--- src/rtl/ahb_burst_monitor.sv ---
// ahb_burst_monitor
// Tracks one master's AHB burst on one slave port and flags the address
// phase of the final beat (hlast) so the arbiter can re-arbitrate on the
// following cycle. Undefined-length INCR bursts are capped at UNDL_LIMIT
// beats and are also cut at 1KB address boundaries.

module ahb_burst_monitor #(
  parameter int UNDL_LIMIT = 4,
  parameter int CNT_W      = 5
) (
  input  logic             hclk,
  input  logic             hreset_n,
  input  logic             hsel,
  input  logic [1:0]       htrans,
  input  logic [2:0]       hburst,
  input  logic [2:0]       hsize,
  input  logic [9:0]       haddr_low,
  input  logic             hready,
  output logic             hlast,
  output logic             burst_active,
  output logic [CNT_W-1:0] beat_cnt
);

  localparam logic [1:0] TRANS_IDLE   = 2'd0;
  localparam logic [1:0] TRANS_NONSEQ = 2'd2;
  localparam logic [1:0] TRANS_SEQ    = 2'd3;
  localparam logic [2:0] BURST_INCR   = 3'd1;

  typedef enum logic {
    ST_IDLE,
    ST_BURST
  } state_t;

  state_t           state_q, state_d;
  logic [CNT_W-1:0] cnt_d;
  logic [CNT_W-1:0] lim_q, lim_d;
  logic             incr_q, incr_d;
  logic [CNT_W-1:0] live_limit;
  logic [10:0]      next_addr;
  logic             bdr;
  logic             acc;
  logic             hlast_new;
  logic             hlast_seq;
  logic             hlast_int;

  // Decode the burst type on the bus into a beats-minus-one limit
  always_comb begin
    live_limit = '0;
    case (hburst)
      3'd0:       live_limit = '0;
      3'd1:       live_limit = CNT_W'(UNDL_LIMIT - 1);
      3'd2, 3'd3: live_limit = CNT_W'(3);
      3'd4, 3'd5: live_limit = CNT_W'(7);
      default:    live_limit = CNT_W'(15);
    endcase
  end

  // Next beat address would leave the current 1KB page (11-bit sum keeps the carry)
  assign next_addr = {1'b0, haddr_low} + (11'd1 << hsize);
  assign bdr       = (next_addr > 11'h3FF);

  assign acc = hsel & hready & htrans[1];

  // A NONSEQ (in either state) is judged by the live burst type; a SEQ in a
  // burst is judged by the latched limit and latched INCR flag
  assign hlast_new = hsel & (htrans == TRANS_NONSEQ) &
                     ((live_limit == '0) | ((hburst == BURST_INCR) & bdr));
  assign hlast_seq = hsel & (htrans == TRANS_SEQ) &
                     ((beat_cnt == lim_q) | (incr_q & bdr));
  assign hlast_int = ((state_q == ST_BURST) && (htrans == TRANS_SEQ)) ? hlast_seq : hlast_new;

  assign hlast        = hreset_n & hlast_int;
  assign burst_active = (state_q == ST_BURST);

  // State, beat counter and latched burst attributes
  always_ff @(posedge hclk or negedge hreset_n) begin
    if (!hreset_n) begin
      state_q  <= ST_IDLE;
      beat_cnt <= '0;
      lim_q    <= '0;
      incr_q   <= 1'b0;
    end else begin
      state_q  <= state_d;
      beat_cnt <= cnt_d;
      lim_q    <= lim_d;
      incr_q   <= incr_d;
    end
  end

  // Next-state logic: a new burst always restarts tracking, otherwise SEQ
  // beats advance the count and IDLE/loss of hsel abandon the burst
  always_comb begin
    state_d = state_q;
    cnt_d   = beat_cnt;
    lim_d   = lim_q;
    incr_d  = incr_q;
    if (acc && (htrans == TRANS_NONSEQ)) begin
      lim_d  = live_limit;
      incr_d = (hburst == BURST_INCR);
      if (hlast_new) begin
        state_d = ST_IDLE;
        cnt_d   = '0;
      end else begin
        state_d = ST_BURST;
        cnt_d   = CNT_W'(1);
      end
    end else if (state_q == ST_BURST) begin
      if (!hsel) begin
        state_d = ST_IDLE;
        cnt_d   = '0;
      end else if (hready && (htrans == TRANS_SEQ)) begin
        if (hlast_seq) begin
          state_d = ST_IDLE;
          cnt_d   = '0;
        end else begin
          cnt_d = beat_cnt + CNT_W'(1);
        end
      end else if (hready && (htrans == TRANS_IDLE)) begin
        state_d = ST_IDLE;
        cnt_d   = '0;
      end
    end
  end

endmodule

--- config.mk ---
export PLATFORM = sky130hd
export DESIGN_NAME = ahb_burst_monitor
export DESIGN_NICKNAME = d
export VERILOG_FILES = /design/src/rtl/ahb_burst_monitor.sv
export SDC_FILE = /design/constraint.sdc
export NUM_CORES = 1
export LEC_CHECK = 0
export CORE_ASPECT_RATIO = 0.8
export CORE_MARGIN = 2
export CORE_UTILIZATION = 48
export DETAILED_ROUTE_END_ITERATION = 6
export MAX_ROUTING_LAYER = met4
export PLACE_DENSITY = 0.84
export SLEW_MARGIN = 10
export SYNTH_ARGS = -nofsm -noshare
export SYNTH_HDL_FRONTEND = slang
export SYNTH_SLANG_ARGS = --single-unit
--- constraint.sdc ---
create_clock -name hclk -period 3.8 [get_ports hclk]
set_clock_uncertainty 0.1 [all_clocks]
set_input_delay 0.76 -clock hclk [delete_from_list [all_inputs] [get_ports hclk]]
set_output_delay 0.76 -clock hclk [all_outputs]
set_load 0.01 [all_outputs]
==> results of run 1 <==
[cells by family after synthesis]
kind of cell    synth area share, %
buf+inv                       1.318
simple gates                  30.16
compound gates                21.82
fa+ha+maj                     14.06
mux                           1.318
xor+xnor                      2.050
flops                         29.28
[flip-flops by register name, summed over array words and instances (netlist names)]
signal,cells
lim_q,3
beat_cnt,5
burst_active,1
incr_q,1
[cells in the mapped netlist, types with 2 or more instances]
library cell / instances
nand2_1: 16
dfrtp_1: 10
ha_1: 8
nand3_1: 6
nor2_1: 6
o21ai_0: 5
a21oi_1: 3
inv_1: 3
nor3b_1: 3
a211oi_1: 2
and2_1: 2
and2b_2: 2
nor2b_1: 2
o211ai_1: 2
xor2_1: 2
[path summary, 6_finish.rpt]
kind	end	cells past startpoint	start	slack (ns)
min	incr_q	2	incr_q	0.43
min reg2reg	incr_q	2	incr_q	0.43
min in group asynchronous	beat_cnt[1]	2	hreset_n	0.74
max in group asynchronous	lim_q[2]	2	hreset_n	2.72
max reg2reg	beat_cnt[2]	7	beat_cnt[1]	1.68
max	hlast	10	hsize[0]	0.09
[stage by stage]
step / TNS, ns / std cells / hold WS (ns)
floorplan: 0 / 96 / 0.3412
global route: -0.07527 / 159 / 0.4340
CTS: 0 / 159 / 0.3859
global placement: -0.2667 / 154 / 0.3586
finish: 0 / 159 / 0.4267
detailed placement: -0.2968 / 154 / 0.3666
[worst max-delay path, delay by kind of cell]
kind / cells / cell delay (ns)
buf+inv: 3 / 0.70
simple gates: 2 / 0.34
fa+ha+maj: 1 / 0.29
compound gates: 4 / 0.76
[what timing repair did]
action | CTS | global route
buffers inserted | 1 | 0
gates resized for setup | 5 | 5
pin swaps | 1 | 3
setup endpoints to repair | 1 | 1
[cell type report]
type | count | area [sq um]
Fill cell | 119 | 354.1
Clock buffer | 4 | 36.28
Inverter | 3 | 11.26
Multi-Input combinational cell | 83 | 620.6
Timing Repair Buffer | 37 | 342.8
Tap cell | 22 | 27.53
Sequential cell | 10 | 250.2
[power by group through the flow]
stage / registers, mW / clock network (mW) / logic (mW)
3_3_place_gp: 0.129 / 0 / 0.104
4_1_cts: 0.128 / 0.0971 / 0.111
6_report: 0.129 / 0.0953 / 0.116
5_1_grt: 0.130 / 0.101 / 0.127
3_5_place_dp: 0.130 / 0 / 0.108
2_1_floorplan: 0.129 / 0 / 0.0514
[layer usage]
layer / wire [um] / share of wire (%)
met2: 1055 / 47
met4: 38 / 1.7
met3: 101 / 4.5
met1: 1065 / 47
met5: 0 / 0
==> out/results.tsv, run 1 <==
stage	metric	value	unit
status	status	finished, violations left	
status	violated checks	design-rule violations	
final_layout	# diodes	0	
yosys	top area cells in the synthesized netlist	dfrtp_1 (29%), ha_1 (12%), nand2_1 (7.0%)	
timing	Final Hold Vio Count	0	
clock_tree	CTS tree	done	
die	die area	2136	sq um
place	IO Port Bufs	28	
clock_tree	Clock Latency Late Sink	0.26	ns
timing	final setup fails	0	
clock_tree	clk slew on worst S/H paths	0.07	ns
global_routing	routing usage on met3	3.957	%
route	Detailed Route Iter0 Violations	13	
yosys	Post-synth EDFFs	0	
die	die height	41.74	um
yosys	sequential fraction of the synthesis area	29.28	%
pwr	total power	0.3401	mW
pwr	Reg power frac	37.9	%
place	dpl cell area	1222	sq um
worst_setup_path	crit-path most repeated cell	dlygate4sd2_1	
pwr	VDD IR-drop max	0.1487	mV
yosys	Synth area leader	dfrtp_1	
place	Routability Congestion	0.8917	
yosys	Synth Flop Type	dfrtp_1	
yosys	cells after synthesis	96	
pwr	Comb power frac	34.1	%
die	core area	1643	sq um
route	Vias	880	
die	# IOs	29	
yosys	synthesized area per cell	8.902	sq um
global_routing	met2 usage	37.66	%
pwr	P_sw	0.09891	mW
final_layout	Area Overhead vs Synth	50.81	%
yosys	Async SR Flop Fraction	100.0	%
timing	crit path time final	3.711	ns
clock_tree	CTS HTree Levels	1	
timing	Slew HR	52.24	%
yosys	Post-Syn Nets	127	
final_layout	most common cell after layout, fill and taps aside	clkdlybuf4s50_1	
worst_setup_path	delay of the slowest critical-path stage	0.29	ns
timing	Tcrit/Tclk final	97.65	%
clock_tree	CTS Buffer Depth	2	
worst_hold_path	class of the worst hold path	register to register	
worst_setup_path	critical path type	primary input to output port	
global_routing	total grt overflow	0	
clock_tree	clock root cell	clkbuf_4	
yosys	count of different cell masters after synthesis	39	
yosys	top cell type's share of synthesized area	29.28	%
clock_tree	Sink Count	10	
yosys	Warnings, synthesis	0	
timing	Max Slew Vio Count	0	
route	vias per std cell	5.535	
yosys	Post-Syn Area	854.6	sq um
run	Max Cap Viol	0	
global_routing	largest net degree at the start of global routing	11	
timing	worst-margin pin slew	0.7164	ns
route	Post-DRT Antenna Nets	0	
pwr	power density over the cells	263.9	nW/um^2
global_routing	vias in the first global route	916	
worst_setup_path	CP Max Fanout	5	
timing	setup ws final	0.08912	ns
clock_tree	Inserted Clock Buffers	3	
worst_setup_path	cell at the slowest stage of the critical path	ha_1	
worst_setup_path	CP Launch Type	primary input	
route	routed len/inst	14.22	um
route	# DRC	2	
pwr	P_leak	0.5618	nW
worst_setup_path	CP cell instances	dlygate4sd2_1 > buf_4 > and3_1 > ha_1 > a211oi_1 > o211ai_1 > nand4_1 > a21oi_2 > a21o_1 > dlygate4sd2_1	
global_routing	first-pass GRT wire length	3898	um
worst_setup_path	CP arrival	2.85	ns
die	row cnt	13	
final_layout	ratio of cells with drive above 1 in the final layout	21.17	%
worst_setup_path	Req. time, crit path	2.94	ns
die	Initial Utilization	52.02	%
clock_tree	Hold-fix buffers, CTS	0	
global_routing	initial antenna violation count	0	
die	Die X	51.18	um
timing	f_max	269.5	MHz
pwr	switching share of power	29.08	%
yosys	synthesis-stage register bit count	10	
final_layout	final instance area	1289	sq um
global_routing	GRT met1 Usage	32.28	%
place	dpl hpwl	1791	um
route	total wire length	2261	um
place	DP Worst Slack	-0.2968	ns
pwr	P_int	0.2412	mW
route	router iterations before antenna repair	7	
final_layout	fin util	78.45	%
worst_setup_path	critical path capture point type	output port	
global_routing	gr busiest metal	met2	
final_layout	commonest non-fill, non-tap cells in the layout	clkdlybuf4s50_1 (24), nand2_1 (16), dfrtp_1 (10)	
global_routing	overall routing resource usage	24.09	%
final_layout	fin nets	169	
pwr	clock share of power	28.0	%
Power figures use the tool's default switching activity.
==> run 2: changes to the inputs <==
Settings changed: CORE_MARGIN 2 to 3.
==> run 2 against run 1 <==
  * The flow now finishes without violations
  * Sequential power barely moved
  * Utilization grew 2.4 points
  * Power down 8.3%
  * First-iteration DRC count increased by 69%
  * Count of clock-buffer cells in the layout fell by 1
  * Routed wire length grew 7.6%
  * Highest routed layer unchanged
==> out/results.tsv, run 2 (same netlist as run 1, synthesis figures left out) <==
stage	metric	value	unit
worst_setup_path	CP Depth	9	
worst_setup_path	CP Launch Type	primary input	
clock_tree	Hold-fix buffers, CTS	0	
route	Post-DRT Antenna Nets	0	
timing	Final Hold Vio Count	0	
die	Initial Utilization	55.80	%
final_layout	most common cell after layout, fill and taps aside	clkdlybuf4s50_1	
final_layout	fin util	80.88	%
die	# IOs	29	
clock_tree	clock root cell	clkbuf_4	
pwr	P_leak	0.5442	nW
final_layout	Biggest register	beat_cnt	
pwr	power density over the cells	251.7	nW/um^2
final_layout	commonest non-fill, non-tap cells in the layout	clkdlybuf4s50_1 (24), nand2_1 (16), dfrtp_1 (10)	
timing	smallest hold slack	0.4086	ns
place	Post-Place Cells	151	
clock_tree	CTS tree	done	
clock_tree	clk slew on worst S/H paths	0.07	ns
route	# DRC	0	
pwr	Comb power frac	35.1	%
worst_setup_path	Critical path destination	hlast	
run	Max Cap Viol	0	
worst_setup_path	critical path capture point type	output port	
worst_setup_path	FF-to-FF Start	beat_cnt[0]	
timing	f_max	273.0	MHz
final_layout	biggest registers after layout	beat_cnt: 5 flops, lim_q: 3 flops	
global_routing	largest net degree at the start of global routing	11	
place	dpl cell area	1206	sq um
timing	setup TNS	0	ns
pwr	VDD IR-drop max	0.2702	mV
final_layout	final instance area	1239	sq um
clock_tree	Sink Count	10	
pwr	switching share of power	31.25	%
route	Vias	897	
global_routing	initial antenna violation count	0	
clock_tree	CTS HTree Levels	1	
place	dpl hpwl	1974	um
die	row cnt	12	
status	status	finished, final reports clean	
worst_setup_path	r2r worst-path depth	6	
pwr	clock share of power	23.7	%
pwr	Reg power frac	41.2	%
timing	RSZ-0062 raised after global routing	no	
die	core area	1531	sq um
route	vias per std cell	5.825	
clock_tree	Inserted Clock Buffers	3	
worst_setup_path	CP cell instances	clkdlybuf4s50_1 > ha_1 > fa_1 > a211oi_2 > o211ai_1 > a31oi_2 > nor3_2 > a21o_1 > dlygate4sd2_1	
timing	Slew HR	57.21	%
global_routing	total grt overflow	0	
final_layout	Area Overhead vs Synth	44.95	%
pwr	P_int	0.2143	mW
worst_setup_path	crit-path leading delay family	buffers and inverters	
timing	setup ws final	0.1367	ns
worst_setup_path	CP arrival	2.80	ns
route	Detailed Route Iter0 Violations	22	
place	IO Port Bufs	28	
place	DP Worst Slack	-0.3230	ns
route	router iterations before antenna repair	4	
pwr	total power	0.3118	mW
final_layout	ratio of cells with drive above 1 in the final layout	17.29	%
worst_setup_path	cell at the slowest stage of the critical path	clkdlybuf4s50_1	
timing	final setup fails	0	
global_routing	first-pass GRT wire length	3995	um
place	Routability Congestion	0.8854	
worst_hold_path	class of the worst hold path	register to register	
global_routing	overall routing resource usage	24.96	%
clock_tree	Clock Latency Late Sink	0.27	ns
die	Die X	53.18	um
worst_setup_path	Req. time, crit path	2.94	ns
timing	Max Slew Vio Count	0	
worst_setup_path	Bufs and invs on worst path	2	
final_layout	# diodes	0	
final_layout	Largest register FFs	5	
pwr	P_sw	0.09741	mW
timing	crit path time final	3.663	ns
final_layout	fin nets	166	
worst_setup_path	CP startpoint	haddr_low[0]	
global_routing	vias in the first global route	821	
worst_setup_path	Crit Reg-Reg Endpoint	beat_cnt[2]	
die	die height	43.74	um
route	total wire length	2432	um
die	die area	2326	sq um
clock_tree	CTS Buffer Depth	2	
worst_setup_path	critical path type	primary input to output port	
worst_setup_path	CP Max Fanout	2	
route	routed len/inst	15.79	um
worst_setup_path	delay of the slowest critical-path stage	0.43	ns
worst_setup_path	r2r setup slk	1.80	ns
final_layout	fillers	122	
timing	Tcrit/Tclk final	96.40	%
timing	worst-margin pin slew	0.6418	ns
final_layout	Non-Filler Instances	154	
==> run 2: how the worst min path moves through the flow <==
stage,end,depth (start not counted),from
6_report,lim_q[3],2,lim_q[3]
5_1_grt,incr_q,2,incr_q
4_1_cts,lim_q[3],2,lim_q[3]
3_5_place_dp,lim_q[3],2,lim_q[3]
3_3_place_gp,incr_q,2,incr_q
2_1_floorplan,incr_q,2,incr_q
==> run 2: cell type report <==
cell class / instances / area, sq um / area share, %
clock buffer: 3 / 22.52 / 1.818
inverter: 3 / 11.26 / 0.9091
multi-input combinational: 83 / 608.1 / 49.09
sequential: 10 / 250.2 / 20.20
tap: 21 / 26.28 / 2.121
timing repair buffer: 34 / 320.3 / 25.86
==> run 2: repair_timing <==
item,4_1_cts,5_1_grt
resized for setup,6,1
buffers inserted,0,0
setup endpoints to repair,1,1
pin swaps,2,2
endpoints found under the hold margin,0,0
==> run 2: worst min-delay path: cells and delay by family, from the launching register on <==
kind,cells,cell delay [ns]
simple gates,1,0.05
flops,1,0.36
compound gates,1,0.06
==> run 2: power by group through the flow <==
stage	sequential [mW]	clock [mW]	combinational, mW
final	0.128	0.0739	0.109
after global routing	0.130	0.0840	0.119
after CTS	0.128	0.0753	0.108
after detailed placement	0.130	0	0.108
after global placement	0.129	0	0.103
after floorplan	0.129	0	0.0514
==> run 2: metal layers <==
metal | GRT usage, % | up-vias | routed length, um
met5 | - | - | 0
met4 | 3.061 | 0 | 6
met3 | 7.216 | 4 | 132
met2 | 34.41 | 29 | 1067
met1 | 36.84 | 429 | 1226
li1 | - | 435 | -
